===== src/rtl/fsm_table_engine_pkg.sv =====
// rtl/fsm_table_engine_pkg.sv - state encodings, table entry type and default lab table
package fsm_table_pkg;

  localparam int ENTRY_FIELD_W = 8;

  localparam logic [2:0] A_ST = 3'd0;
  localparam logic [2:0] B_ST = 3'd1;
  localparam logic [2:0] C_ST = 3'd2;
  localparam logic [2:0] D_ST = 3'd3;
  localparam logic [2:0] E_ST = 3'd4;

  typedef struct packed {
    logic [ENTRY_FIELD_W-1:0] next;
    logic [ENTRY_FIELD_W-1:0] out;
  } fsm_entry_t;

  function automatic fsm_entry_t mk(input logic [2:0] nxt, input logic o);
    fsm_entry_t e;
    e.next = {5'd0, nxt};
    e.out  = {7'd0, o};
    return e;
  endfunction

  // The lab machine only exists for a 1-bit input; everything else parks in reset state.
  function automatic fsm_entry_t default_entry(input int idx, input int in_w, input int reset_state);
    fsm_entry_t e;
    e.next = ENTRY_FIELD_W'(reset_state);
    e.out  = '0;
    if (in_w == 1) begin
      case (idx)
        0: e = mk(D_ST, 1'b0);
        1: e = mk(E_ST, 1'b1);
        2: e = mk(B_ST, 1'b0);
        3: e = mk(E_ST, 1'b1);
        4: e = mk(C_ST, 1'b0);
        5: e = mk(A_ST, 1'b1);
        6: e = mk(B_ST, 1'b0);
        7: e = mk(C_ST, 1'b1);
        8: e = mk(C_ST, 1'b0);
        9: e = mk(D_ST, 1'b0);
        default: ;
      endcase
    end
    return e;
  endfunction

endpackage


===== src/rtl/fsm_table_engine_if.sv =====
// rtl/fsm_table_engine_if.sv - step/input/output and table config signals of the engine
interface fsm_table_engine_if #(
  parameter int STATE_W = 3,
  parameter int IN_W    = 1,
  parameter int OUT_W   = 1
);
  logic                    en;
  logic [IN_W-1:0]         x;
  logic [OUT_W-1:0]        y;
  logic [STATE_W-1:0]      state;
  logic                    cfg_we;
  logic [STATE_W+IN_W-1:0] cfg_addr;
  logic [STATE_W-1:0]      cfg_next;
  logic [OUT_W-1:0]        cfg_out;
  logic                    cfg_err;

  modport master (
    output en, x, cfg_we, cfg_addr, cfg_next, cfg_out,
    input  y, state, cfg_err
  );

  modport slave (
    input  en, x, cfg_we, cfg_addr, cfg_next, cfg_out,
    output y, state, cfg_err
  );
endinterface


===== src/rtl/fsm_table_engine_store.sv =====
// rtl/fsm_table_engine_store.sv - register-file transition table with reset defaults and checked writes
module fsm_table_store
  import fsm_table_pkg::*;
#(
  parameter int N_STATES    = 5,
  parameter int STATE_W     = 3,
  parameter int IN_W        = 1,
  parameter int OUT_W       = 1,
  parameter int RESET_STATE = 0
) (
  input  logic                    clock,
  input  logic                    reset,
  input  logic                    we,
  input  logic [STATE_W+IN_W-1:0] waddr,
  input  logic [STATE_W-1:0]      wnext,
  input  logic [OUT_W-1:0]        wout,
  input  logic [STATE_W+IN_W-1:0] raddr,
  output logic [STATE_W-1:0]      rnext,
  output logic [OUT_W-1:0]        rout,
  output logic                    err
);
  localparam int ADDR_W = STATE_W + IN_W;
  localparam int DEPTH  = 2 ** ADDR_W;

  logic [STATE_W-1:0] next_mem [DEPTH];
  logic [OUT_W-1:0]   out_mem  [DEPTH];
  logic [STATE_W-1:0] def_next [DEPTH];
  logic [OUT_W-1:0]   def_out  [DEPTH];
  logic               valid;

  for (genvar g = 0; g < DEPTH; g++) begin : g_def
    localparam fsm_entry_t DEF = default_entry(g, IN_W, RESET_STATE);
    assign def_next[g] = DEF.next[STATE_W-1:0];
    assign def_out[g]  = DEF.out[OUT_W-1:0];
  end

  assign valid = (int'(waddr[ADDR_W-1:IN_W]) < N_STATES) && (int'(wnext) < N_STATES);

  always_ff @(posedge clock) begin
    if (reset) begin
      for (int i = 0; i < DEPTH; i++) begin
        next_mem[i] <= def_next[i];
        out_mem[i]  <= def_out[i];
      end
      err <= 1'b0;
    end else begin
      err <= we && !valid;
      if (we && valid) begin
        next_mem[waddr] <= wnext;
        out_mem[waddr]  <= wout;
      end
    end
  end

  // Read is asynchronous, so a same-edge write is only seen from the next cycle.
  assign rnext = next_mem[raddr];
  assign rout  = out_mem[raddr];
endmodule


===== src/rtl/fsm_table_engine.sv =====
// rtl/fsm_table_engine.sv - table-driven Mealy FSM; FSM_TABLE_ENGINE_REG_OUT_EN registers y
module fsm_table_engine
  import fsm_table_pkg::*;
#(
  parameter int N_STATES    = 5,
  parameter int STATE_W     = 3,
  parameter int IN_W        = 1,
  parameter int OUT_W       = 1,
  parameter int RESET_STATE = 0
) (
  input logic clock,
  input logic reset,
  fsm_table_engine_if.slave bus
);
  logic [STATE_W-1:0] state_q;
  logic [STATE_W-1:0] e_next;
  logic [OUT_W-1:0]   e_out;
  logic [STATE_W-1:0] nxt;
  logic [OUT_W-1:0]   y_comb;
  logic               illegal;

  fsm_table_store #(
    .N_STATES(N_STATES), .STATE_W(STATE_W), .IN_W(IN_W),
    .OUT_W(OUT_W), .RESET_STATE(RESET_STATE)
  ) u_store (
    .clock (clock),
    .reset (reset),
    .we    (bus.cfg_we),
    .waddr (bus.cfg_addr),
    .wnext (bus.cfg_next),
    .wout  (bus.cfg_out),
    .raddr ({state_q, bus.x}),
    .rnext (e_next),
    .rout  (e_out),
    .err   (bus.cfg_err)
  );

  // Out-of-range state (upset/force only) is steered home with a quiet output.
  assign illegal = int'(state_q) >= N_STATES;
  assign nxt     = illegal ? STATE_W'(RESET_STATE) : e_next;
  assign y_comb  = illegal ? '0 : e_out;

  always_ff @(posedge clock) begin
    if (reset) begin
      state_q <= STATE_W'(RESET_STATE);
    end else if (bus.en) begin
      state_q <= nxt;
    end
  end

  assign bus.state = state_q;

`ifdef FSM_TABLE_ENGINE_REG_OUT_EN
  logic [OUT_W-1:0] y_q;

  always_ff @(posedge clock) begin
    if (reset) begin
      y_q <= '0;
    end else if (bus.en) begin
      y_q <= y_comb;
    end
  end

  assign bus.y = y_q;
`else
  assign bus.y = y_comb;
`endif
endmodule


===== src/flat_wrapper.sv =====
// flat-port wrapper written by rule: the top's interface ports become plain ports
module fsm_table_engine_flat import fsm_table_pkg::*;
#(
  parameter int N_STATES    = 5,
  parameter int STATE_W     = 3,
  parameter int IN_W        = 1,
  parameter int OUT_W       = 1,
  parameter int RESET_STATE = 0
)
  (clock, reset, bus_en, bus_x, bus_cfg_we, bus_cfg_addr, bus_cfg_next, bus_cfg_out, bus_y, bus_state, bus_cfg_err);
  fsm_table_engine_if #(.STATE_W(STATE_W), .IN_W(IN_W), .OUT_W(OUT_W)) bus_i ();
  input logic clock;
  input logic reset;
  input wire logic [$bits(bus_i.en)-1:0] bus_en;
  input wire logic [$bits(bus_i.x)-1:0] bus_x;
  input wire logic [$bits(bus_i.cfg_we)-1:0] bus_cfg_we;
  input wire logic [$bits(bus_i.cfg_addr)-1:0] bus_cfg_addr;
  input wire logic [$bits(bus_i.cfg_next)-1:0] bus_cfg_next;
  input wire logic [$bits(bus_i.cfg_out)-1:0] bus_cfg_out;
  output wire logic [$bits(bus_i.y)-1:0] bus_y;
  output wire logic [$bits(bus_i.state)-1:0] bus_state;
  output wire logic [$bits(bus_i.cfg_err)-1:0] bus_cfg_err;
  assign bus_i.en = bus_en;
  assign bus_i.x = bus_x;
  assign bus_i.cfg_we = bus_cfg_we;
  assign bus_i.cfg_addr = bus_cfg_addr;
  assign bus_i.cfg_next = bus_cfg_next;
  assign bus_i.cfg_out = bus_cfg_out;
  assign bus_y = bus_i.y;
  assign bus_state = bus_i.state;
  assign bus_cfg_err = bus_i.cfg_err;
  fsm_table_engine #(.N_STATES(N_STATES), .STATE_W(STATE_W), .IN_W(IN_W), .OUT_W(OUT_W), .RESET_STATE(RESET_STATE)) u_core (.clock(clock), .reset(reset), .bus(bus_i));
endmodule

===== config.mk =====
export PLATFORM = sky130hd
export DESIGN_NAME = fsm_table_engine_flat
export DESIGN_NICKNAME = d
export VERILOG_FILES = /design/src/rtl/fsm_table_engine_pkg.sv /design/src/rtl/fsm_table_engine_if.sv /design/src/rtl/fsm_table_engine_store.sv /design/src/rtl/fsm_table_engine.sv /design/src/flat_wrapper.sv
export SDC_FILE = /design/constraint.sdc
export NUM_CORES = 1
export LEC_CHECK = 0
export CORE_ASPECT_RATIO = 1.25
export CORE_MARGIN = 10
export CORE_UTILIZATION = 50
export DETAILED_ROUTE_END_ITERATION = 7
export GPL_TIMING_DRIVEN = 0
export PLACE_DENSITY = 0.78
export SYNTH_ARGS = -nofsm -noshare
export SYNTH_HDL_FRONTEND = slang
export SYNTH_SLANG_ARGS = --single-unit

===== constraint.sdc =====
create_clock -name clock -period 2.8 [get_ports clock]
set_clock_uncertainty 0.05 [all_clocks]
set_input_delay 0.84 -clock clock [delete_from_list [all_inputs] [get_ports clock]]
set_output_delay 0.84 -clock clock [all_outputs]
set_load 0.005 [all_outputs]

**Word level (Yosys, flattened, before mapping)**

Memories as Yosys holds them, arrays and structs flattened.
Index checks and enable logic that the tools add are counted.

- Bits in registers: 4
- Memory bits (writable): 64
- Input port bits: 13
- Output and inout port bits: 5
- Word-level logic and storage cells: 26
- Memories: 2

- Magnitude comparators: 3
- Multiplexer cells: 13
- Reductions and logical operators: 6

Memory list:

| memory | words | width | rd ports | clocked after memory_dff | write ports | line | source |
|---|---|---|---|---|---|---|---|
| u_core.u_store.next_mem | 16 | 3 | 1 | 0 | 16 | fsm_table_engine_store.sv:25 | `logic [STATE_W-1:0] next_mem [DEPTH];` |
| u_core.u_store.out_mem | 16 | 1 | 1 | 0 | 16 | fsm_table_engine_store.sv:26 | `logic [OUT_W-1:0] out_mem [DEPTH];` |

Operators by type and width:

| operator | number |
|---|---|
| 2-to-1 mux 1 bit | 9 |
| 2-to-1 mux 4 bit | 2 |
| < comparator 3 bit, second input constant | 2 |
| 2-to-1 mux 3 bit | 2 |
| greater-or-equal comparator 3 bit, second input constant | 1 |
| logical AND 1 bit | 3 |
| OR reduction 3 bit | 1 |
| zero test 1 bit | 1 |
| OR reduction 1 bit | 1 |

**Logic depth before layout (Yosys ltp)**

- Word-level depth: 8
- Depth in mapped cells: 5
- Mapped depth without buffers: 3

**Cells and area by module**

Synthesis repeated with hierarchy kept, for this count alone.

- Cell total of the unflattened synthesis: 225
- Area, all modules: 3145.5 um^2

By module, submodules not included:

| module | instances | cells an instance | area an instance (um^2) | seq. area each (um^2) |
|---|---|---|---|---|
| fsm_table_store | 1 | 211 | 3011.6 | 1901.8 |
| fsm_table_engine | 1 | 14 | 133.9 | 60.1 |

**Least setup slack after synthesis**

Ideal clock, no wire load.

- Path kind: input to output
- Start: in bus_x
- End: out bus_y
- Arrival time: 1.716 ns
- Data required time: 1.910 ns
- Slack: 0.194 ns
- Cell stages on the path: 4
- Path buffers: 2
- Cells stage by stage: buf_2 buf_2 mux4_2 o21ai_0

- Word-level cells in the longest chain between the ends: 2

Ends and longest elaborated chain:

| element | line | source |
|---|---|---|
| start: declaration | flat_wrapper.sv:15 | `input wire logic [$bits(bus_i.x)-1:0] bus_x;` |
| memory read (16 x 1 bit) | -- |  |
| 2-to-1 mux 1 bit | fsm_table_engine.sv:41 | `assign y_comb = illegal ? '0 : e_out;` |
| end: declaration | flat_wrapper.sv:20 | `output wire logic [$bits(bus_i.y)-1:0] bus_y;` |

No other way between the ends.

**Final worst setup path**

Same ends and word-level chain as after synthesis.

==> results.py <==
metrics = {
    "status": {
        "outcome": "complete, no violations",
    },
    "setup_path": {
        "cp.required_ns": 1.91,
        "critPathTopFamily": "buffers and inverters",
        "cp.buffers_inverters": 3,
        "cp_max_fo": 8,
        "ff2ff_setup_slack_ns": 1.04,
        "cp.arrival_ns": 1.86,
        "cp-startpoint": "bus_x",
        "crit_path_end_kind": "primary output",
        "crit_type": "input pin to primary output",
        "worstRegToRegCells": 5,
        "cp-start-kind": "input pin",
        "worst-path-stages": 6,
        "reg2reg_from": "u_core.bus.state[0]$_SDFFE_PP0P_",
        "max_stage_delay_ns": 0.31,
        "slowest_stage": "mux4_2",
        "crit_end": "bus_y",
        "reg2reg_to": "u_core.bus.state[2]$_SDFFE_PP0P_",
        "path_cells": "buf_6, buf_8, mux4_2, nand3b_1, o21ai_0, dlygate4sd2_1",
    },
    "synthesis": {
        "synth_commonest_cells": "edfxtp_1, and2_1, nand2b_1",
        "synthArstFlopShare": 0,
        "synth_top_area_share": 0.490,
        "synth_edf_count": 36,
        "netlist_area_um2": 2210,
        "yosysTopAreaCell": "edfxtp_1",
        "synth_ff_type": "edfxtp_1",
        "ys_seq_area_frac": 0.562,
        "syn_nets": 191,
        "synth-seq-cells": 44,
        "synthCells": 178,
        "synth_area_leaders": "edfxtp_1, dfxtp_1, and2_1",
        "synth_area_per_cell_um2": 12.4,
        "synth.distinct_cells": 32,
        "yosysMostFrequentCell": "edfxtp_1",
        "yosys_warnings": 0,
    },
    "pwr": {
        "p_per_area_nw_per_um2": 556,
        "vdd_ir_drop_max_mv": 0.279,
        "power_mw": 1.44,
        "p_leak_nw": 0.874,
    },
    "floorplanning": {
        "dieHeight_um": 94.3,
        "ios": 18,
        "die-area_um2": 7490,
        "core_area_um2": 4160,
        "rows": 26,
        "initial_core_util": 0.530,
        "die_w_um": 79.4,
    },
    "placed_design": {
        "dp.cells": 250,
        "dpl_cell_area_um2": 2440,
        "post-dp-hpwl_um": 3500,
        "port_buffers": 16,
        "place_ws_ns": -0.459,
        "gp_congestion": 0.912,
    },
    "hold_path": {
        "hp-class": "flip-flop to flip-flop",
    },
    "global_route": {
        "overflow": 0,
        "grt_pass1_wl_um": 7540,
        "grt_util_all_layers": 0.129,
        "grt_pass1_vias": 1553,
        "grt_max_degree": 15,
        "antenna_found_initial": 0,
    },
    "timing": {
        "relSlewSlack": 0.624,
        "fmax_mhz": 364,
        "worstMarginPinSlew_ns": 0.559,
        "rsz0062_at_grt": "false",
        "tns_ns": 0,
        "finalSetupViolCount": 0,
        "hold_viol": 0,
        "slew_violations": 0,
        "hold_ws_ns": 0.458,
        "finalCritPeriodShare": 0.981,
        "post-route-min-period_ns": 2.75,
        "worst_slack_ns": 0.0530,
    },
    "layout": {
        "antenna_cells": 0,
        "fin_cells": 259,
        "final_util": 0.624,
        "final_area_um2": 2600,
        "area_delta_synth_final_pct": 17.7,
        "n_fill_cell": 357,
        "nNetsFinal": 215,
        "drive_above_1_share": 0.232,
    },
    "run": {
        "drv_cap": 0,
    },
    "clock_network": {
        "clk_latency_ns": 0.30,
        "cts.root.buffer_cell": "clkbuf_8",
        "path_clk_slew_ns": 0.08,
        "htree_levels": 2,
        "cts_max_path_buffers": 2,
        "clock_sinks": 44,
        "cts_tree": "built",
        "cts_made_buffers": 5,
        "hold_buffers": 0,
    },
    "drt": {
        "viasPerCell": 5.71,
        "vias": 1478,
        "routed_wirelength_um": 4510,
        "drt_iter0_drc": 55,
        "drc_errors": 0,
        "first_pass_iters": 4,
        "wl_per_cell_um": 17.4,
        "final_antenna_net_count": 0,
    },
}
## repair_timing
| action | in CTS | in global routing |
|---|---|---|
| resized for setup | 6 | 5 |
| endpoints found under the setup margin | 1 | 17 |
| pin swaps | 0 | 0 |
| buffers inserted | 1 | 0 |
## final cells by class
cell class / count / area (um^2) / area share
clock buffers: 5 / 68.8 / 0.0265
repair buffers: 17 / 166 / 0.0640
multi-input cells: 120 / 926 / 0.356
well taps: 56 / 70.1 / 0.0270
flip-flops and latches: 44 / 1240 / 0.478
inverters: 3 / 11.3 / 0.00433
clock inverters: 3 / 42.5 / 0.0164
plain buffers: 11 / 72.6 / 0.0279
## placed cells by master (no fill, tap or decap), types with 2 or more instances in the layout
master / netlist / final
nor2_1: 9 / 9
dfxtp_1: 8 / 8
or4_4: 4 / 4
o21ai_0: 5 / 5
nor4_2: 2 / 6
clkbuf_1: 6 / 6
o31ai_1: 3 / 3
o22ai_1: 2 / 2
a2111oi_0: 2 / 2
nor4_1: 6 / 2
or2_2: 9 / 9
inv_1: 3 / 3
or2_1: 3 / 3
a32oi_1: 2 / 2
nand2b_1: 17 / 17
mux4_2: 4 / 4
clkdlybuf4s50_1: 0 / 15
nor2b_1: 3 / 3
mux2_2: 9 / 9
mux2i_1: 6 / 6
edfxtp_1: 36 / 36
buf_6: 1 / 2
and2_1: 21 / 21
clkbuf_8: 0 / 5
nand2_1: 5 / 5
## how the worst min path moves through the flow
stage,from,endpoint,cells past startpoint
final,u_core.u_store.out_mem[1]$_DFF_P_,u_core.u_store.out_mem[1]$_DFF_P_,2
after global routing,u_core.u_store.out_mem[3]$_DFF_P_,u_core.u_store.out_mem[3]$_DFF_P_,2
after CTS,u_core.u_store.out_mem[1]$_DFF_P_,u_core.u_store.out_mem[1]$_DFF_P_,2
after detailed placement,u_core.u_store.out_mem[1]$_DFF_P_,u_core.u_store.out_mem[1]$_DFF_P_,2
after global placement,u_core.u_store.out_mem[3]$_DFF_P_,u_core.u_store.out_mem[3]$_DFF_P_,2
after floorplan,u_core.u_store.out_mem[5]$_DFF_P_,u_core.u_store.out_mem[5]$_DFF_P_,2
## worst min-delay path: cells and delay by family (launching register included)
kind             cells  cell delay (ns)
AND/OR/NAND/NOR      1             0.08
flip-flops           1             0.32
multiplexers         1             0.07
## state kept, by name, indices dropped and copies added (netlist names)
name / flops
u_core.u_store.err: 1
u_core.u_store.out_mem: 10
u_core.bus.state: 3
u_core.u_store.next_mem: 30
## per-layer routing
layer / global-route usage / wire (um) / part of all wire
met3: 0.0364 / 232 / 0.051
met2: 0.224 / 2300 / 0.51
met4: 0.0778 / 173 / 0.038
met5: 0 / 0 / 0
met1: 0.135 / 1800 / 0.40
## where the power goes
| group | internal, mW | switching, mW | total [mW] |
|---|---|---|---|
| logic | 0.101 | 0.104 | 0.206 |
| clock network | 0.264 | 0.215 | 0.479 |
| registers | 0.743 | 0.0170 | 0.760 |
## logic make-up (layout without fill, tap and decap cells)
family                 after synthesis  in the layout  synth area share
AOI/OAI and AO/OA                   17             17            0.0522
buffers and inverters               14             39            0.0295
DFF                                 44             44             0.562
muxes                               19             19             0.114
and+or+nand+nor                     84             84             0.242
Power figures use the tool's default switching activity.
